`config.mk`:
```
export PLATFORM = sky130hd
export DESIGN_NAME = ddot_chunk_sched_flat
export DESIGN_NICKNAME = d
export VERILOG_FILES = /design/src/rtl/ddot_chunk_sched_if.sv /design/src/rtl/ddot_chunk_sched.sv /design/src/flat_wrapper.sv
export SDC_FILE = /design/constraint.sdc
export NUM_CORES = 1
export LEC_CHECK = 0
export BUFFER_PORTS_ARGS = -buffer_cell sky130_fd_sc_hd__buf_2
export CAP_MARGIN = 20
export CORE_AREA = 2 2 442 444
export CTS_CLUSTER_SIZE = 25
export DETAILED_ROUTE_END_ITERATION = 10
export DIE_AREA = 0 0 444 446
export PLACE_DENSITY = 0.3
export SETUP_SLACK_MARGIN = 0.1
export SYNTH_ARGS = -nofsm -noshare
export SYNTH_HDL_FRONTEND = slang
export SYNTH_SLANG_ARGS = --single-unit
```
`constraint.sdc`:
```
create_clock -name clk -period 2.9 [get_ports clk]
set_input_delay 0.145 -clock clk [delete_from_list [all_inputs] [get_ports clk]]
set_output_delay 0.145 -clock clk [all_outputs]
set_load 0.005 [all_outputs]
```
`src/rtl/ddot_chunk_sched_if.sv`:
```
// Bundle of command, buffer-read, dot-product and result signals around ddot_chunk_sched.
// master is the scheduler side; slave is the host/buffer/datapath side.
interface ddot_chunk_sched_if #(
    parameter int unsigned CNT_W = 8
) ();
    logic             start;
    logic [CNT_W-1:0] num_chunks;
    logic             busy;
    logic             done;
    logic             err;
    logic             rd_en;
    logic [CNT_W-1:0] rd_addr;
    logic [255:0]     rd_x;
    logic [255:0]     rd_y;
    logic             dd_ready;
    logic [255:0]     dd_x;
    logic [255:0]     dd_y;
    logic             dd_vld;
    logic [31:0]      dd_z;
    logic             res_vld;
    logic [CNT_W-1:0] res_idx;
    logic [31:0]      res_z;

    modport master (
        input  start, num_chunks, rd_x, rd_y, dd_vld, dd_z,
        output busy, done, err, rd_en, rd_addr, dd_ready, dd_x, dd_y, res_vld, res_idx, res_z
    );

    modport slave (
        output start, num_chunks, rd_x, rd_y, dd_vld, dd_z,
        input  busy, done, err, rd_en, rd_addr, dd_ready, dd_x, dd_y, res_vld, res_idx, res_z
    );
endinterface

```
`src/rtl/ddot_chunk_sched.sv`:
```
// Issues 8-lane chunk reads to a dual-operand buffer, pulses basic_ddot once per chunk and
// returns each partial result tagged with its chunk index, limiting chunks in flight by credit.
module ddot_chunk_sched #(
    parameter int unsigned CNT_W   = 8,
    parameter int unsigned MAX_OUT = 4
) (
    input logic                clk,
    input logic                rst,
    ddot_chunk_sched_if.master bus_io
);
    typedef enum logic [1:0] {StIdle, StIssue, StDrain, StFin} state_e;

    localparam logic [CNT_W:0] MaxOut = (CNT_W + 1)'(MAX_OUT);

    state_e           state_q;
    logic [CNT_W-1:0] n_q;
    logic [CNT_W-1:0] iss_q;
    logic [CNT_W-1:0] col_q;
    logic [CNT_W:0]   out_q;
    logic             busy_q;
    logic             done_q;
    logic             err_q;
    logic             rd_en_q;
    logic [CNT_W-1:0] rd_addr_q;
    logic             dd_ready_q;
    logic             res_vld_q;
    logic [CNT_W-1:0] res_idx_q;
    logic [31:0]      res_z_q;

    logic issue;
    logic collect;

    // Credit is taken when the read is decided, so out_q already covers the read in flight.
    always_comb begin
        issue   = (state_q == StIssue) && (iss_q < n_q) && (out_q < MaxOut);
        collect = bus_io.dd_vld && (out_q != '0);
    end

    always_ff @(posedge clk) begin
        if (rst) begin
            state_q    <= StIdle;
            n_q        <= '0;
            iss_q      <= '0;
            col_q      <= '0;
            out_q      <= '0;
            busy_q     <= 1'b0;
            done_q     <= 1'b0;
            err_q      <= 1'b0;
            rd_en_q    <= 1'b0;
            rd_addr_q  <= '0;
            dd_ready_q <= 1'b0;
            res_vld_q  <= 1'b0;
            res_idx_q  <= '0;
            res_z_q    <= '0;
        end else begin
            rd_en_q    <= issue;
            dd_ready_q <= rd_en_q;
            res_vld_q  <= collect;
            done_q     <= 1'b0;

            if (issue) begin
                rd_addr_q <= iss_q;
                iss_q     <= iss_q + 1'b1;
            end

            if (issue && !collect) begin
                out_q <= out_q + 1'b1;
            end else if (!issue && collect) begin
                out_q <= out_q - 1'b1;
            end

            if (collect) begin
                res_z_q   <= bus_io.dd_z;
                res_idx_q <= col_q;
                col_q     <= col_q + 1'b1;
            end else if (bus_io.dd_vld) begin
                err_q <= 1'b1;
            end

            unique case (state_q)
                StIdle: begin
                    if (bus_io.start) begin
                        n_q    <= bus_io.num_chunks;
                        iss_q  <= '0;
                        col_q  <= '0;
                        out_q  <= '0;
                        err_q  <= 1'b0;
                        busy_q <= 1'b1;
                        if (bus_io.num_chunks == '0) begin
                            state_q <= StFin;
                            done_q  <= 1'b1;
                        end else begin
                            state_q <= StIssue;
                        end
                    end
                end
                StIssue: begin
                    if (iss_q == n_q) begin
                        state_q <= StDrain;
                    end
                end
                StDrain: begin
                    if (col_q == n_q) begin
                        state_q <= StFin;
                        done_q  <= 1'b1;
                    end
                end
                StFin: begin
                    state_q <= StIdle;
                    busy_q  <= 1'b0;
                end
                default: state_q <= StIdle;
            endcase
        end
    end

    assign bus_io.busy     = busy_q;
    assign bus_io.done     = done_q;
    assign bus_io.err      = err_q;
    assign bus_io.rd_en    = rd_en_q;
    assign bus_io.rd_addr  = rd_addr_q;
    assign bus_io.dd_ready = dd_ready_q;
    assign bus_io.dd_x     = bus_io.rd_x;
    assign bus_io.dd_y     = bus_io.rd_y;
    assign bus_io.res_vld  = res_vld_q;
    assign bus_io.res_idx  = res_idx_q;
    assign bus_io.res_z    = res_z_q;
endmodule

```
`src/flat_wrapper.sv`:
```
// flat-port wrapper written by rule: the top's interface ports become plain ports
module ddot_chunk_sched_flat 
#(
    parameter int unsigned CNT_W   = 8,
    parameter int unsigned MAX_OUT = 4
)
  (clk, rst, bus_io_start, bus_io_num_chunks, bus_io_rd_x, bus_io_rd_y, bus_io_dd_vld, bus_io_dd_z, bus_io_busy, bus_io_done, bus_io_err, bus_io_rd_en, bus_io_rd_addr, bus_io_dd_ready, bus_io_dd_x, bus_io_dd_y, bus_io_res_vld, bus_io_res_idx, bus_io_res_z);
  ddot_chunk_sched_if #(.CNT_W(CNT_W)) bus_io_i ();
  input logic clk;
  input logic rst;
  input wire logic [$bits(bus_io_i.start)-1:0] bus_io_start;
  input wire logic [$bits(bus_io_i.num_chunks)-1:0] bus_io_num_chunks;
  input wire logic [$bits(bus_io_i.rd_x)-1:0] bus_io_rd_x;
  input wire logic [$bits(bus_io_i.rd_y)-1:0] bus_io_rd_y;
  input wire logic [$bits(bus_io_i.dd_vld)-1:0] bus_io_dd_vld;
  input wire logic [$bits(bus_io_i.dd_z)-1:0] bus_io_dd_z;
  output wire logic [$bits(bus_io_i.busy)-1:0] bus_io_busy;
  output wire logic [$bits(bus_io_i.done)-1:0] bus_io_done;
  output wire logic [$bits(bus_io_i.err)-1:0] bus_io_err;
  output wire logic [$bits(bus_io_i.rd_en)-1:0] bus_io_rd_en;
  output wire logic [$bits(bus_io_i.rd_addr)-1:0] bus_io_rd_addr;
  output wire logic [$bits(bus_io_i.dd_ready)-1:0] bus_io_dd_ready;
  output wire logic [$bits(bus_io_i.dd_x)-1:0] bus_io_dd_x;
  output wire logic [$bits(bus_io_i.dd_y)-1:0] bus_io_dd_y;
  output wire logic [$bits(bus_io_i.res_vld)-1:0] bus_io_res_vld;
  output wire logic [$bits(bus_io_i.res_idx)-1:0] bus_io_res_idx;
  output wire logic [$bits(bus_io_i.res_z)-1:0] bus_io_res_z;
  assign bus_io_i.start = bus_io_start;
  assign bus_io_i.num_chunks = bus_io_num_chunks;
  assign bus_io_i.rd_x = bus_io_rd_x;
  assign bus_io_i.rd_y = bus_io_rd_y;
  assign bus_io_i.dd_vld = bus_io_dd_vld;
  assign bus_io_i.dd_z = bus_io_dd_z;
  assign bus_io_busy = bus_io_i.busy;
  assign bus_io_done = bus_io_i.done;
  assign bus_io_err = bus_io_i.err;
  assign bus_io_rd_en = bus_io_i.rd_en;
  assign bus_io_rd_addr = bus_io_i.rd_addr;
  assign bus_io_dd_ready = bus_io_i.dd_ready;
  assign bus_io_dd_x = bus_io_i.dd_x;
  assign bus_io_dd_y = bus_io_i.dd_y;
  assign bus_io_res_vld = bus_io_i.res_vld;
  assign bus_io_res_idx = bus_io_i.res_idx;
  assign bus_io_res_z = bus_io_i.res_z;
  ddot_chunk_sched #(.CNT_W(CNT_W), .MAX_OUT(MAX_OUT)) u_core (.clk(clk), .rst(rst), .bus_io(bus_io_i));
endmodule
```
**After elaboration in Yosys (flattened, before gate mapping)**

Index checks and enable logic that the tools add are counted.

- Equal/unequal tests: 8
- Reductions and logical operators: 14
- Add/subtract/negate cells: 4
- Magnitude comparators: 2
- Multiplexer cells: 25

Operator list:

| cell | count |
|---|---|
| $mux 8 | 6 |
| $mux 9 | 4 |
| $add 8x1->8 const B | 2 |
| $eq 8x8->1 | 2 |
| $add 9x1->9 const B | 1 |
| $lt 9x3->1 const B | 1 |
| $reduce_bool 9->1 | 1 |
| $sub 9x1->9 const B | 1 |
| $logic_not 8->1 | 1 |
| $lt 8x8->1 | 1 |
| $mux 1 | 8 |
| $mux 2 | 4 |
| $pmux 2 s4 | 1 |
| $logic_and 1x1->1 | 5 |
| $eq 2x2->1 const B | 2 |
| $ne 2x2->1 const B | 2 |
| $pmux 1 s2 | 2 |
| $reduce_and 2->1 | 2 |
| $reduce_and 3->1 | 1 |
| $eq 2x1->1 const B | 1 |
| $logic_not 1->1 | 2 |
| $logic_not 2->1 | 1 |
| $ne 2x1->1 const B | 1 |
| $reduce_bool 2->1 | 1 |

- Flip-flop bits (word level): 89
- Bits of input ports: 556
- Logic and storage cells: 67
- Output and inout port bits: 566

**Logic depth before layout (Yosys ltp)**

- Depth after elaboration: 9
- Mapped depth: 9
- Depth with buffers taken out: 8

**Worst setup path before layout**

OpenSTA, ideal clock, no wires.

- Path type: register -> register
- Start: register u_core.out_q[5]
- End: register u_core.out_q[1]
- Required time: 2.772 ns
- Path slack: 0.808 ns
- Data arrival time: 1.964 ns
- Path buffers: 0
- Period minus slack after synthesis: 2.092 ns
- Stages on the path, launching flop included: 7
- Library setup time: 0.128 ns
- Cell sequence: dfxtp_1 or4_4 or2_4 or3_4 nand2b_4 a221oi_1 a311oi_1

- Longest elaborated chain between the ends: 8
- Elaborated cells between the ends (all ways): 12
- Classes of those cells: order compare: 1; mux: 4; reduce/logical: 7

RTL lines:

| element | line | source |
|---|---|---|
| from (decl) | ddot_chunk_sched.sv:19 | `logic [CNT_W:0] out_q;` |
| from (signal assigned) | ddot_chunk_sched.sv:67 | `out_q <= out_q + 1'b1;` |
| from (signal assigned) | ddot_chunk_sched.sv:69 | `out_q <= out_q - 1'b1;` |
| $lt 9x3->1 | ddot_chunk_sched.sv:35 | `issue = (state_q == StIssue) && (iss_q < n_q) && (out_q < MaxOut);` |
| $logic_and 1x1->1 | ddot_chunk_sched.sv:35 |  |
| $logic_not 1->1 | ddot_chunk_sched.sv:68 | `end else if (!issue && collect) begin` |
| $logic_and 1x1->1 | ddot_chunk_sched.sv:68 |  |
| $mux 9 | ddot_chunk_sched.sv:68 |  |
| $mux 9 * | ddot_chunk_sched.sv:66 | `if (issue && !collect) begin` |
| $mux 9 | ddot_chunk_sched.sv:82 | `if (bus_io.start) begin` |
| $mux 9 * | ddot_chunk_sched.sv:80 | `unique case (state_q)` |

Mark *: on every way between the ends. The rest lies on a longest branch, timed or not.
A chain may end at the register's enable or synchronous reset.

**Worst setup path after layout**

- Start: register u_core.out_q[5]
- End: register u_core.out_q[2]

Same word-level chain as after synthesis.

==> results.txt <==
Status - finished clean
Layout area overhead - 6.01%
Final setup fails - 0
Drt drc - 0
Clk sinks - 89
Synthesized Nets - 1545
NumNets Final - 1161
Top-Level Pins - 1122
Setup fix buffers added after clock tree synthesis - 0
CTS clock-pin slew for the worst setup and hold paths - 90 ps
Std-Cell Core Area - 0.194 mm2
Root Driver - clkbuf_16
Pwr Total - 5.45 mW
Drt pass-1 iters - 6
Distinct cells, synth - 47
Avg Cell Area, Syn - 7.87 um2
Worst path required time - 3220 ps
Max Fclk - 417 MHz
Synth Instances - 973
Clock buffer count from CTS - 9
Final wirelength - 63.8 mm
Seq/Total Area, Yosys - 23.3%
Setup ws final - 502 ps
Routed WL per cell - 20.3 um
Number of flops mapped to enable cells by yosys - 0
Count of yosys warnings during synthesis - 0
DR vias/cell - 1.51
CP endpoint kind - register
Slew Viols, Final - 0
RSZ-0062 raised after global routing - false
Die Footprint - 0.198 mm2
Die Y-Extent - 446 um
GR peak layer - met3
CP Max Fanout - 13
Antenna-violating nets left - 0
Worst Skew - 25.8 ps
Worst-margin pin slew - 625 ps
Critical path arrival - 2720 ps
Grt met1 use - 4.42%
Worst skew pair latency - 420 ps
Detailed placement HPWL - 55.2 mm
Grt ovf - 0
Fin area - 0.00812 mm2
Initial Utilization - 3.96%
Antenna violations before repair - 13
Max H-tree Level - 3
I/O Buffers - 97
Top_reg_cell synth - dfxtp_1
Sum Neg Setup Slack - 0 ps
Pwr/cell area - 671 mW/mm2
GR Util All Layers - 6.17%
Largest net degree at the start of global routing - 43
Max cap viols - 0
Final Hold Viols - 0
Routed vias - 4730
Worst slew margin - 58.3%
Resize count post-CTS - 0
Type of the worst setup path - reg2reg
Pleak - 2.15 nW
Most common cell after layout, fill and taps aside - nand2_1
Area of the mapped netlist - 0.00766 mm2
Most frequent cells in the layout - nand2_1 (124), buf_2 (96), dfxtp_1 (89)
Fin crit share - 82.7%
HP Class - in2reg
Async SR Flop Fraction - 0%
Minimum clock period - 2400 ps
First-pass GRT wire length - 73.4 mm
Starting DRT DRC Count - 240
CTS tree - done
Grt met3 use - 9.40%
Pre-CTS WS - 499 ps
Synthesized flop and latch total - 89
Clock buffer depth - 2
Row cnt - 162
Cell Area, Placed - 0.00742 mm2
Share of cells above drive strength 1 - 22.4%
GP Congestion - 0.652
Vias in the first global route - 4633
Peak supply drop - 0.000466 V
Met2 usage in global routing - 7.50%
Critical Path Start Type - register
DIE WIDTH - 444 um
## critical path, stage by stage, from the launching register on
cell,delay [ps]
dfxtp_1,330
or4_4,590
or2_4,310
or3_4,380
nor2_4,320
a311oi_1,150
a211oi_1,230
## where the power goes
group / internal [mW] / switching [mW] / total, mW
clock: 0.621 / 0.763 / 1.38
sequential: 1.48 / 0.208 / 1.69
combinational: 0.799 / 1.57 / 2.37
## what timing repair did
action / in CTS / in global routing
endpoints found under the setup margin: 0 / 0
hold buffers: 40 / 0
hold endpoints to repair: 40 / 0
## through the flow
step | std cells | util, % | hold slack [ps]
2_1_floorplan | 973 | - | 281
3_3_place_gp | 3080 | 3.83 | 290
3_5_place_dp | 3080 | 3.83 | 290
4_1_cts | 3136 | 4.19 | 99.4
5_1_grt | 3137 | 4.20 | 144
6_report | 3137 | 4.20 | 138
## cells by family (layout without fill, tap and decap cells)
| logic type | count (synthesis) | after routing | share of synthesized area (%) |
|---|---|---|---|
| flip-flops | 89 | 89 | 23.3 |
| multiplexers | 1 | 1 | 0.131 |
| XOR/XNOR | 28 | 28 | 3.20 |
| AND/OR/NAND/NOR | 206 | 206 | 12.3 |
| AO/OA/AOI/OAI | 82 | 82 | 5.88 |
| adder cells (fa/ha/maj) | 16 | 16 | 2.61 |
| other | 0 | 1 | 0 |
| buffers and inverters | 551 | 172 | 52.7 |
## layer usage
| metal | wire length [um] | vias up |
|---|---|---|
| met5 | 438 | - |
| met1 | 16300 | 1978 |
| met3 | 20200 | 205 |
| li1 | - | 1783 |
| met4 | 3690 | 10 |
| met2 | 23200 | 754 |
## path summary, 6_finish.rpt
kind / startpoint / end / slack (ps) / cells past startpoint
max: u_core.out_q[5]$_SDFF_PP0_ / u_core.out_q[2]$_SDFF_PP0_ / 500 / 6
max reg2reg: u_core.out_q[5]$_SDFF_PP0_ / u_core.out_q[2]$_SDFF_PP0_ / 500 / 6
min reg2reg: u_core.bus_io.res_z[26]$_SDFFE_PP0N_ / u_core.bus_io.res_z[26]$_SDFFE_PP0N_ / 450 / 2
min: rst / u_core.bus_io.res_vld$_SDFF_PP0_ / 140 / 2
## cell usage after synthesis (2+ instances only)
| master | instances | area, um2 |
|---|---|---|
| a211oi_1 | 4 | 30.0 |
| a21oi_1 | 62 | 310 |
| a311oi_1 | 2 | 17.5 |
| and3_1 | 5 | 31.3 |
| buf_2 | 4 | 20.0 |
| buf_4 | 512 | 3840 |
| buf_6 | 4 | 45.0 |
| clkbuf_1 | 15 | 56.3 |
| dfxtp_1 | 89 | 1780 |
| ha_1 | 16 | 200 |
| inv_1 | 15 | 56.3 |
| nand2_1 | 124 | 465 |
| nand3_1 | 5 | 25.0 |
| nand4_1 | 8 | 50.1 |
| nor2_1 | 33 | 124 |
| nor2b_1 | 2 | 12.5 |
| nor3_1 | 5 | 25.0 |
| nor4_1 | 3 | 18.8 |
| o21ai_0 | 7 | 35.0 |
| or2b_2 | 2 | 17.5 |
| or3_2 | 2 | 15.0 |
| or4_1 | 3 | 22.5 |
| xnor2_1 | 16 | 140 |
| xor2_1 | 12 | 105 |
## state kept, by name, indices dropped and copies added (netlist names)
name,flops
u_core.bus_io.err,1
u_core.bus_io.res_idx,8
u_core.bus_io.rd_addr,8
u_core.iss_q,8
u_core.bus_io.res_z,32
u_core.bus_io.done,1
u_core.bus_io.busy,1
u_core.state_q,2
u_core.bus_io.res_vld,1
u_core.bus_io.rd_en,1
u_core.n_q,8
u_core.col_q,8
u_core.out_q,9
u_core.bus_io.dd_ready,1
## cell type report
| class | instances | area [um2] |
|---|---|---|
| Fill cell | 22900 | 185000 |
| Timing Repair Buffer | 141 | 931 |
| Tap cell | 2542 | 3180 |
| Antenna cell | 1 | 2.50 |
| Sequential cell | 89 | 1780 |
| Inverter | 15 | 56.3 |
| Multi-Input combinational cell | 333 | 1870 |
| Clock buffer | 9 | 225 |
| Clock inverter | 7 | 78.8 |
(Power assumes the default switching activity.)
